==> src/rtl/bus_pkg.sv <==
// Shared types and helpers for the serial-bus arbiter slice.
package bus_pkg;

  typedef enum logic [1:0] {
    StIdle,
    StGrant,
    StBusy,
    StRelease
  } arb_state_t;

  // Index width for n items; never narrower than one bit.
  function automatic int unsigned id_width(input int unsigned n);
    return (n > 1) ? $clog2(n) : 1;
  endfunction

endpackage

==> src/rtl/rr_picker.sv <==
// Combinational round-robin search: first set request at or after ptr_i, wrapping.
module rr_picker
  import bus_pkg::*;
#(
  parameter int unsigned MASTERS = 2,
  parameter int unsigned IdxW    = id_width(MASTERS)
) (
  input  logic [MASTERS-1:0] req_i,
  input  logic [IdxW-1:0]    ptr_i,
  output logic               found_o,
  output logic [MASTERS-1:0] grant_oh_o,
  output logic [IdxW-1:0]    grant_idx_o
);

  int unsigned cand;

  always_comb begin
    found_o     = 1'b0;
    grant_idx_o = '0;
    grant_oh_o  = '0;
    cand        = 0;
    for (int unsigned i = 0; i < MASTERS; i++) begin
      cand = (32'(ptr_i) + i) % MASTERS;
      if (!found_o && req_i[cand]) begin
        found_o     = 1'b1;
        grant_idx_o = IdxW'(cand);
      end
    end
    if (found_o) grant_oh_o[grant_idx_o] = 1'b1;
  end

endmodule

==> src/rtl/bus_arbiter.sv <==
// Round-robin arbiter/router sharing the serial slave bus among several masters.
// Define ARB_TIMEOUT_EN to force release of an owner that stays silent for TIMEOUT BUSY cycles.
module bus_arbiter
  import bus_pkg::*;
#(
  parameter int unsigned MASTERS = 2,
  parameter int unsigned SLAVES  = 3,
  parameter int unsigned SLAVEID = id_width(SLAVES),
  parameter int unsigned TIMEOUT = 255
) (
  input  logic                       clk,
  input  logic                       resetn,
  input  logic [MASTERS-1:0]         m_req,
  input  logic [MASTERS*SLAVEID-1:0] m_slave_id,
  input  logic [MASTERS-1:0]         m_done,
  input  logic [MASTERS-1:0]         m_control,
  input  logic [MASTERS-1:0]         m_wD,
  input  logic [MASTERS-1:0]         m_valid,
  input  logic [MASTERS-1:0]         m_last,
  output logic [MASTERS-1:0]         m_grant,
  output logic [MASTERS-1:0]         m_rD,
  output logic [MASTERS-1:0]         m_ready,
  output logic [SLAVES-1:0]          s_control,
  output logic [SLAVES-1:0]          s_wD,
  output logic [SLAVES-1:0]          s_valid,
  output logic [SLAVES-1:0]          s_last,
  input  logic [SLAVES-1:0]          s_rD,
  input  logic [SLAVES-1:0]          s_ready,
  output logic                       busy,
  output logic                       timeout
);

  localparam int unsigned IdxW = id_width(MASTERS);

  if (MASTERS < 2 || TIMEOUT == 0) begin : g_param_check
    $error("bus_arbiter needs MASTERS >= 2 and TIMEOUT >= 1");
  end

  arb_state_t           state_q;
  logic [IdxW-1:0]      owner_q, ptr_q;
  logic [SLAVEID-1:0]   slave_q;
  logic [MASTERS-1:0]   grant_q;
  logic                 busy_q, timeout_q;
  logic                 pick_found, tmo_hit, route_en;
  logic [MASTERS-1:0]   pick_oh;
  logic [IdxW-1:0]      pick_idx;

  rr_picker #(
    .MASTERS (MASTERS),
    .IdxW    (IdxW)
  ) u_rr_picker (
    .req_i       (m_req),
    .ptr_i       (ptr_q),
    .found_o     (pick_found),
    .grant_oh_o  (pick_oh),
    .grant_idx_o (pick_idx)
  );

`ifdef ARB_TIMEOUT_EN
  localparam int unsigned CntW = $clog2(TIMEOUT + 1);

  logic [CntW-1:0] idle_cnt_q;
  logic            owner_quiet;

  assign owner_quiet = ~m_valid[owner_q] & ~m_control[owner_q];
  // Fires on the TIMEOUT-th consecutive silent BUSY cycle.
  assign tmo_hit = (state_q == StBusy) && owner_quiet && (idle_cnt_q == CntW'(TIMEOUT - 1));

  always_ff @(posedge clk or negedge resetn) begin
    if (!resetn) begin
      idle_cnt_q <= '0;
    end else if (state_q != StBusy || !owner_quiet) begin
      idle_cnt_q <= '0;
    end else begin
      idle_cnt_q <= idle_cnt_q + 1'b1;
    end
  end
`else
  assign tmo_hit = 1'b0;
`endif

  always_ff @(posedge clk or negedge resetn) begin
    if (!resetn) begin
      state_q   <= StIdle;
      owner_q   <= '0;
      slave_q   <= '0;
      ptr_q     <= '0;
      grant_q   <= '0;
      busy_q    <= 1'b0;
      timeout_q <= 1'b0;
    end else begin
      case (state_q)
        StIdle: begin
          if (pick_found) begin
            owner_q <= pick_idx;
            slave_q <= m_slave_id[pick_idx*SLAVEID +: SLAVEID];
            grant_q <= pick_oh;
            busy_q  <= 1'b1;
            state_q <= StGrant;
          end
        end
        StGrant: state_q <= StBusy;
        StBusy: begin
          if (m_done[owner_q] || !m_req[owner_q] || tmo_hit) begin
            grant_q   <= '0;
            busy_q    <= 1'b0;
            timeout_q <= tmo_hit;
            state_q   <= StRelease;
          end
        end
        StRelease: begin
          timeout_q <= 1'b0;
          ptr_q     <= (owner_q == IdxW'(MASTERS - 1)) ? '0 : owner_q + 1'b1;
          state_q   <= StIdle;
        end
        default: state_q <= StIdle;
      endcase
    end
  end

  assign m_grant = grant_q;
  assign busy    = busy_q;
  assign timeout = timeout_q;

  // Out-of-range slave IDs keep the grant but route nothing.
  assign route_en = (state_q == StBusy) && (32'(slave_q) < SLAVES);

  always_comb begin
    s_control = '0;
    s_wD      = '0;
    s_valid   = '0;
    s_last    = '0;
    m_rD      = '0;
    m_ready   = '0;
    if (route_en) begin
      s_control[slave_q] = m_control[owner_q];
      s_wD[slave_q]      = m_wD[owner_q];
      s_valid[slave_q]   = m_valid[owner_q];
      s_last[slave_q]    = m_last[owner_q];
      m_rD[owner_q]      = s_rD[slave_q];
      m_ready[owner_q]   = s_ready[slave_q];
    end
  end

endmodule

==> config.mk <==
export PLATFORM = sky130hd
export DESIGN_NAME = bus_arbiter
export DESIGN_NICKNAME = d
export VERILOG_FILES = /design/src/rtl/bus_pkg.sv /design/src/rtl/rr_picker.sv /design/src/rtl/bus_arbiter.sv
export SDC_FILE = /design/constraint.sdc
export NUM_CORES = 1
export LEC_CHECK = 0
export CAP_MARGIN = 20
export CORE_ASPECT_RATIO = 1.25
export CORE_MARGIN = 1.5
export CORE_UTILIZATION = 30
export CTS_BUF_LIST = sky130_fd_sc_hd__clkbuf_4 sky130_fd_sc_hd__clkbuf_8
export CTS_CLUSTER_SIZE = 20
export DETAILED_ROUTE_END_ITERATION = 8
export PLACE_DENSITY = 0.69
export RECOVER_POWER = 100
export SLEW_MARGIN = 20
export SYNTH_ARGS = -nofsm -noshare
export SYNTH_HDL_FRONTEND = slang
export SYNTH_SLANG_ARGS = --single-unit
==> constraint.sdc <==
create_clock -name clk -period 1.9 [get_ports clk]
set_input_delay 0.475 -clock clk [delete_from_list [all_inputs] [get_ports clk]]
set_output_delay 0.475 -clock clk [all_outputs]
set_load 0.01 [all_outputs]
==> results by stage, run 1 <==
Placement:
- Once detailed placement completed, the half-perimeter wirelength came to about 1.6 mm.
- Timing analysis after detailed placement gives a worst setup slack of -0.384 ns.
- The congestion estimate from routability-driven global placement came to 0.757.
- In this run the tool buffered the top-level ports with 42 buffer cells.

Synthesis:
- The mean area per synthesized cell is 8.49 µm².
- In this run the biggest area consumer among cell types represents around a third of the synthesized area.
- In the synthesized netlist, the number of instances is 84.
- After Yosys synthesis, full adders, half adders and majority gates account for 5.26% of the synthesized area.
- Counting flops and latches in the post-synthesis netlist gives 9.
- For this run, the number of Yosys warnings is 0.
- Sorting the synthesized cells by area gives the leading types as sky130_fd_sc_hd__dfrtp_1 32%, sky130_fd_sc_hd__mux2i_1 11%, sky130_fd_sc_hd__nor2_1 11%, sky130_fd_sc_hd__ha_1 5.3%, sky130_fd_sc_hd__o21ai_0 3.5%.
- The total nets after synthesis is 111.
- Summing the areas of all xor and xnor instances in the mapped netlist gives 0% of the synthesized area.
- The sequential area share after synthesis is 31.6%.
- The dominant combinational cell family by area after synthesis is simple AND/OR/NAND/NOR gates.
- The post-synthesis instance area is 713 µm².
- The basic-gate share of the synthesized area counting and, or, nand and nor cells is 21.9%.
- The largest area contributor in the netlist is sky130_fd_sc_hd__dfrtp_1.
- The share of the synthesized area in compound gates (AO/OA/AOI/OAI) is 20.4%.
- The share of cell area taken by muxes after synthesis is 13.3%.
- In this run, distinct cell masters in the synthesized netlist total 30.

STA:
- The setup-violating endpoint count in the final report is 0.
- The least setup slack across all paths after layout is 0.0417 ns.
- The share of the clock period used by the worst path is 97.8%.
- The worst hold slack across all endpoints is 0.507 ns.
- The count of final max-slew check failures is 0.
- The number of hold violations in the final report is 0.
- The clock period could shrink to 1.86 ns.
- Setup repair after global routing could not meet its margin everywhere.
- The highest attainable clock frequency is around 0.54 GHz.
- Adding up every negative setup slack in the final design gives 0 ns.
- The worst clock skew is roughly 0.0033 ns.

Floorplan:
- The core footprint is 2230 µm².
- The count of standard-cell rows is 19.
- The die is between 40 and 50 µm wide.
- The starting density of the core is 31.9%.
- The die area is between 2000 and 3000 µm².
- 44 I/O pins were placed.
- The die height is 57.5 µm.

Global route:
- The overall routing resource usage is 15.4%.
- The maximum number of pins on one net before global-route repair is 10.
- The number of global-route vias before repair is 739.
- Global routing finished with a remaining overflow of 0.
- The global-route wire length before repair is 3.06 mm.
- The number of antenna violations at the first check in global routing came to 0.

Detailed routing:
- The remaining antenna violation count after routing is 0.
- The DRC violation count after routing is 0.
- Dividing the detail-routed via count by the number of cells gives 4.77.
- Dividing the detail-routed wire length by the instance count gives 12.4 µm.
- The initial detailed-routing violation count is 9.
- The number of iterations in the first detailed-routing pass is 4.
- The total detailed-routing wirelength is 2.08 mm.
- The total vias in the final route is 801.

Power:
- VDD sags by at most 0.705 mV.
- The leakage power summed over all cells is between 0.5 and 0.6 nW.
- The power per cell area is 1290 nW/µm².

Worst setup path:
- The highest fanout seen on the critical path is 4.
- The worst setup path is of the flop to output port kind.
- The longest individual stage delay on the worst path is between 0.3 and 0.4 ns.
- The worst setup slack for register-to-register paths is 0.05 ns.
- The critical path goes through inv_2, ha_4, buf_6, nand3b_1, nor2_1, buf_2.
- Measured in cells, the most critical reg-to-reg path has a length of 7.
- At the worst endpoint, the arrival time is 1.38 ns.
- STA puts the critical path data required time at 1.42 ns.
- The dominant delay contributor by cell family on the critical path is flip-flops.
- In this run the critical register-to-register path is launched from state_q[1]$_DFFE_PN0P_.
- The worst setup path is launched from a flop.
- The worst reg2reg path endpoint is state_q[1]$_DFFE_PN0P_.
- The number of buffers and inverters on the critical path is 3.
- STA classifies the critical path endpoint as an output port.
- The largest individual stage delay along the critical path comes from the cell sky130_fd_sc_hd__dfrtp_1.

Clock network:
- The clock buffer count from CTS is 3.
- The clock reaches the later pin of the worst-skew pair after roughly 0.27 ns.
- The CTS tree is built.
- The largest buffer count on any clock path is 2.
- The root buffer cell is sky130_fd_sc_hd__clkbuf_4.
- The number of hold buffers added after CTS was 0.
- The clock drives 9 sinks.
- In this run the number of H-tree levels came out at 1.
- After clock tree synthesis, the clock-pin slew on the worst setup and hold paths is ~0.06 ns.

Finish:
- After the last flow step, the layout net total stands at 165.
- The library cells used most frequently in the layout, excluding fill and tap cells, are 21 x sky130_fd_sc_hd__nor2_1, 18 x sky130_fd_sc_hd__clkdlybuf4s50_1, 12 x sky130_fd_sc_hd__buf_2.
- The synthesis-to-finish area growth is 66.1%.
- The repair_antennas step left the layout with diodes totalling 0.
- The proportion of layout cells with a drive suffix above 1 is 27.7%.
- The final design utilization is a little over half.
- The most common cell after layout, fill and taps aside is sky130_fd_sc_hd__nor2_1.
- The number of fill cells in the layout is 248.

Hold path:
- In this run the most critical hold path is launched from m_grant[0]$_DFFE_PN0P_.
- For hold timing, the worst endpoint is m_grant[0]$_DFFE_PN0P_.
- The tightest min-delay check is of the flop to flop type.
- Counting instances, the worst hold path has a depth of 1.

Job:
- Max-cap violations in this run came to 0.

Status:
- The flow ran to the end, and the final reports show no timing, DRC or antenna violations.
==> cell usage after synthesis (all sizes together) <==
| cell | count |
|---|---|
| and3b | 1 |
| o21ai | 7 |
| mux2 | 1 |
| buf | 3 |
| inv | 5 |
| nand3b | 2 |
| o22a | 1 |
| a22o | 2 |
| dfrtp | 9 |
| nand2 | 6 |
| nor3b | 1 |
| nand3 | 1 |
| a21o | 1 |
| o2bb2ai | 1 |
| a22oi | 1 |
| nor2 | 21 |
| o31ai | 1 |
| conb | 1 |
| a21boi | 2 |
| clkbuf | 2 |
| nand2b | 1 |
| a21oi | 1 |
| a31oi | 2 |
| mux2i | 8 |
| ha | 3 |
==> through the flow <==
stage | cell area (µm²) | power, mW | instances
after floorplan | 713 | 0.942 | 84
after global placement | 1220 | 1.37 | 163
after detailed placement | 1220 | 1.38 | 163
after CTS | 1200 | 1.56 | 167
after global routing | 1180 | 1.66 | 168
final | 1180 | 1.53 | 168
==> logic make-up after synthesis <==
| kind of cell | Yosys count |
|---|---|
| AND/OR/NAND/NOR | 33 |
| AO/OA/AOI/OAI | 19 |
| buffers and inverters | 10 |
| multiplexers | 9 |
| flip-flops | 9 |
| adder cells (fa/ha/maj) | 3 |
| other | 1 |
==> sequential cells by signal, indices dropped and copies added (netlist names) <==
signal,flops
slave_q,2
owner_q,1
busy,1
ptr_q,1
state_q,2
m_grant,2
==> final cells by class <==
| class | count | area, µm² | area share [%] |
|---|---|---|---|
| multi-input cells | 65 | 444 | 37.5 |
| repair buffers | 54 | 425 | 35.9 |
| flip-flops and latches | 9 | 228 | 19.2 |
| well taps | 31 | 38.8 | 3.27 |
| clock buffers | 4 | 30.0 | 2.53 |
| inverters | 5 | 18.8 | 1.58 |
==> worst register-to-register path: stages (launching register included) <==
cell,delay [ns]
sky130_fd_sc_hd__dfrtp_1,0.41
sky130_fd_sc_hd__ha_4,0.18
sky130_fd_sc_hd__buf_6,0.12
sky130_fd_sc_hd__buf_4,0.12
sky130_fd_sc_hd__buf_4,0.14
sky130_fd_sc_hd__o21ai_2,0.07
sky130_fd_sc_hd__a21boi_0,0.36
sky130_fd_sc_hd__mux2_4,0.33
==> worst max path at each step <==
stage,cells after the start,endpoint,startpoint
detailed placement,6,m_ready[1],s_ready[2]
global route,6,s_last[2],state_q[0]$_DFFE_PN0P_
finish,6,s_last[2],state_q[0]$_DFFE_PN0P_
floorplan,6,m_rD[0],state_q[0]$_DFFE_PN0P_
CTS,5,m_ready[1],slave_q[1]$_DFFE_PN0P_
global placement,6,m_rD[1],s_rD[2]
==> power breakdown <==
group | leakage (nW) | switching [mW] | total (mW) | internal [mW]
registers | 0.107 | 0.115 | 0.405 | 0.291
clock network | 0.0184 | 0.0708 | 0.166 | 0.0955
logic | 0.457 | 0.443 | 0.958 | 0.514
==> per-layer routing <==
metal | global-route usage [%] | up-vias | routed length (µm)
met5 | 0 | - | 0
met4 | 7.54 | 0 | 20
met3 | 3.16 | 2 | 263
met2 | 26.2 | 43 | 962
met1 | 17.4 | 366 | 835
li1 | - | 390 | -
==> what timing repair did <==
action                     4_1_cts  5_1_grt
pin swaps                       15       10
setup endpoints to repair       16       13
setup buffers                    0        1
gates resized for setup         75        3
No activity file was read; power rests on OpenSTA's default activity.
==> run 2: changes to the inputs <==
--- a/config.mk
+++ b/config.mk
@@ -12,9 +12,11 @@
 export CTS_BUF_LIST = sky130_fd_sc_hd__clkbuf_4 sky130_fd_sc_hd__clkbuf_8
 export CTS_CLUSTER_SIZE = 20
 export DETAILED_ROUTE_END_ITERATION = 8
-export PLACE_DENSITY = 0.69
+export PLACE_DENSITY = 0.67
 export RECOVER_POWER = 100
+export REMOVE_ABC_BUFFERS = 1
 export SLEW_MARGIN = 20
 export SYNTH_ARGS = -nofsm -noshare
 export SYNTH_HDL_FRONTEND = slang
+export SYNTH_HIERARCHICAL = 1
 export SYNTH_SLANG_ARGS = --single-unit
==> constraint.sdc (replaced) <==
create_clock -name clk -period 1.9 [get_ports clk]
set_input_delay 0.38 -clock clk [delete_from_list [all_inputs] [get_ports clk]]
set_output_delay 0.38 -clock clk [all_outputs]
set_load 0.01 [all_outputs]
==> run 2 against run 1 <==
  * Utilization shrank 1.5 points
  * Sequential share of layout area fell by 1.4 points
  * Synthesized cell count is 12% higher
  * Hold slack worse by 0.027 ns
  * Global-route usage rose by 0.60 points
  * Cell area is 7.8% higher
  * Die area rose by 12%
  * Clock power decreased by 7%
  * Flip-flop and latch count unchanged
  * Register-to-register slack gained 0.20 ns
  * Critical endpoint is now s_last[1]
  * Largest power group unchanged
  * Area after synthesis rose by 12%
  * Largest cell class unchanged
  * Final cell count increased by 6.5%
==> results by stage, run 2 <==
Finish:
- At the end of the flow, the number of nets in the layout was ~180.
- In the layout the commonest cells are 22 x sky130_fd_sc_hd__clkdlybuf4s50_1, 20 x sky130_fd_sc_hd__nor2_1, 12 x sky130_fd_sc_hd__buf_2.
- 0 antenna diodes ended up in the layout.
- Cells with a size suffix above 1 make up 29.5% of the layout.
- After routing the design area is 1280 µm².
- Leaving out fill and tap cells, the most frequent cell in the layout is sky130_fd_sc_hd__clkdlybuf4s50_1.
- Compared with the post-synthesis result, the final layout area differs by 59.3%.

Clock network:
- The CTS tree is built.
- The worst-skew pair later-pin latency is about 0.27 ns.
- Clock tree synthesis selected as its root buffer the cell sky130_fd_sc_hd__clkbuf_4.
- The number of hold buffers added after CTS is 0.
- The clock net in this run drives a total of 9 sinks.
- After clock tree synthesis, the clock-pin slew on the worst setup and hold paths is 0.07 ns.
- The largest buffer count on any clock path is 2.
- TritonCTS created 3 clock buffers.
- The H-tree depth is 1.

Floorplan:
- The floorplan step set the die width to 49.2 µm.
- The die height is roughly 61 µm.
- 44 I/O pins were placed.
- The die covers roughly 3000 µm².
- The floorplan has 20 rows.
- The core footprint is 2480 µm².
- The starting density of the core is 32.4%.

Synthesis:
- In the synthesized netlist, the number of instances is between 90 and 100.
- The number of synthesis warnings is 6.
- Each instance of the synthesized netlist takes up on average 8.53 µm².
- For this run, the leading register cell type out of synthesis is sky130_fd_sc_hd__dfrtp_1.
- The number of distinct library cells after synthesis is 32.
- The number of enable flip-flop cells after synthesis is 0.
- For this run, asynchronously set or reset flops after synthesis account for 100%.
- The number of register bits inferred by synthesis is 9.
- The largest area contributor in the netlist is sky130_fd_sc_hd__dfrtp_1.
- The proportion of netlist area held by the largest area contributor is 28.1%.
- The sequential area share after synthesis is 28.1%.
- The post-synthesis instance area is 802 µm².
- In the synthesized netlist, the cells that appear most often are 21 x sky130_fd_sc_hd__nor2_1, 10 x sky130_fd_sc_hd__mux2i_1, 9 x sky130_fd_sc_hd__dfrtp_1, 6 x sky130_fd_sc_hd__inv_1, 5 x sky130_fd_sc_hd__ha_1.
- Sorting the synthesized cells by area gives the leading types as sky130_fd_sc_hd__dfrtp_1 28%, sky130_fd_sc_hd__mux2i_1 12%, sky130_fd_sc_hd__nor2_1 9.8%, sky130_fd_sc_hd__ha_1 7.8%, sky130_fd_sc_hd__a22o_1 4.4%.
- The library cell with the highest instance count after synthesis is sky130_fd_sc_hd__nor2_1.

STA:
- The number of hold violations in the final report is 0.
- The highest attainable clock frequency is about 0.55 GHz.
- The worst path needs ~1.8 ns of the cycle, external delays included.
- Setup violations remaining at the end of the flow were counted as 0.
- The worst clock skew is between 0.003 and 0.004 ns.
- The final critical path takes up 96.2% of the cycle.
- The count of final max-slew check failures is 0.
- Summed over all failing endpoints, the final setup total negative slack is 0 ns.
- The least setup slack across all paths after layout is 0.0720 ns.

Detailed routing:
- Summing over every cut layer, the via total after detailed routing is between 800 and 900.
- After the first detailed-routing iteration, the DRC count stood at 20.
- The routed design has 2.18 mm of wire.
- In the routed design, unresolved DRC markers number 0.
- The number of iterations in the first detailed-routing pass is 4.
- Dividing the detail-routed via count by the number of cells gives 4.72.
- The remaining antenna violation count after routing is 0.
- The routed length per placed instance is 12.2 µm.

Worst setup path:
- STA classifies the critical path endpoint as an output port.
- The worst reg-to-reg path cell count is 5.
- STA puts the critical path data arrival time at 1.45 ns.
- Walking the worst path, the cells encountered are inv_2, ha_4, buf_4, nand3_2, nor2_1, clkdlybuf4s15_2.
- On the worst path, the slowest cell contributes a delay of 0.38 ns.
- The worst setup path is launched from a flop.
- Along the worst path, the maximum fanout reaches 4.
- For this design, the slowest cell found on the critical path is sky130_fd_sc_hd__dfrtp_1.
- In this run the critical register-to-register path is launched from state_q[1]$_DFFE_PN0P_.
- STA puts the critical path data required time at 1.52 ns.
- The worst reg2reg path endpoint is state_q[1]$_DFFE_PN0P_.
- Across all register-to-register paths, the minimum setup slack is 0.25 ns.
- The type of the setup path with the least slack is flop to output port.

Global route:
- The first global-routing pass estimated 3.58 mm of wire.
- The number of global-route vias before repair is 811.
- The number of antenna violations at the first check in global routing was 0.
- For this run the aggregate overflow at the end of global routing stands at 0.
- In the global route stage, overall resource usage came out at roughly 16%.
- Entering global routing, the biggest net connects 10 pins.

Status:
- The flow ran to the end, and the final reports show no timing, DRC or antenna violations.

Placement:
- The final estimated routing congestion in global placement is 0.748.
- The sum of net half-perimeters after detailed placement is 1.74 mm.
- The area after detailed placement is 1300 µm².
- OpenSTA, run right after detailed placement, puts the worst setup slack at -0.209 ns.
- Input and output buffers added on the ports amount to 42.

Power:
- The leakage power summed over all cells is 0.615 nW.
- The power per cell area is 1210 nW/µm².
- The largest voltage drop on the vdd net is 0.887 mV.

Hold path:
- The worst min-delay path category is primary input to asynchronous set/reset pin.

Job:
- Across the run, the number of max-cap violations was 0.
## run 2: changes by cell type after synthesis, sizes merged, moves of 2 or more
cell / delta
o21ai: -4
a22o: +3
nand2: -2
ha: +2
mux2i: +2
or2: +2
a21boi: +2
## run 2: cell type report
class                      count  area [µm²]
fill                         237        1200
multi-input combinational     73         529
timing repair buffer          54         429
sequential                     9         228
tap                           33        41.3
clock buffer                   3        22.5
inverter                       6        22.5
clock inverter                 1        5.00
## run 2: layer usage
metal	global-route usage, %	up-vias	part of all wire, %
met4	11.0	0	2.4
met1	18.1	374	43
met2	27.0	43	44
met5	0	-	0
li1	-	423	-
met3	3.69	5	10
## run 2: metrics by stage
step	cells	utilization (%)	total power, mW	hold WS (ns)
2_1_floorplan	88	-	0.971	0.0844
3_3_place_gp	173	52.5	1.42	0.521
3_5_place_dp	173	52.5	1.44	0.518
4_1_cts	178	52.3	1.59	0.416
5_1_grt	179	51.6	1.68	0.511
6_report	179	51.6	1.54	0.480
## run 2: kinds of logic (layout without fill, tap and decap cells)
group | count (synthesis) | in the layout | share of synthesized area (%)
mux | 12 | 12 | 15.8
other cells | 1 | 1 | 0.468
fa+ha+maj | 5 | 5 | 7.80
compound gates | 18 | 18 | 18.6
simple gates | 37 | 37 | 21.8
flops | 9 | 9 | 28.1
buf+inv | 12 | 64 | 7.49
## run 2: how the worst max path moves through the flow
| stage | startpoint | end | depth (start not counted) | slack [ns] |
|---|---|---|---|---|
| after floorplan | state_q[0]$_DFFE_PN0P_ | m_rD[0] | 5 | 0.19 |
| after global placement | s_ready[2] | m_ready[1] | 6 | -0.20 |
| after detailed placement | s_ready[2] | m_ready[1] | 6 | -0.21 |
| after CTS | state_q[0]$_DFFE_PN0P_ | m_ready[1] | 6 | -0.05 |
| after global routing | state_q[0]$_DFFE_PN0P_ | s_last[1] | 6 | -0.004 |
| final | state_q[0]$_DFFE_PN0P_ | s_last[1] | 6 | 0.07 |
## run 2: worst max-delay path: cells and delay by family, from the launching register on
kind / cells / cell delay (ns)
AND/OR/NAND/NOR: 2 / 0.23
flip-flops: 1 / 0.38
buffers and inverters: 3 / 0.43
adder cells (fa/ha/maj): 1 / 0.14
## run 2: what timing repair did
action	CTS	global route
gates resized for setup	61	8
buffers inserted	1	1
pin swaps	8	2
endpoints found under the hold margin	0	0
setup endpoints to repair	16	14
## run 2: power breakdown
group          total [mW]  switching [mW]  internal (mW)  leakage, nW
clock network       0.155          0.0766         0.0781       0.0177
logic               0.991           0.475          0.516        0.492
registers           0.398           0.113          0.286        0.106
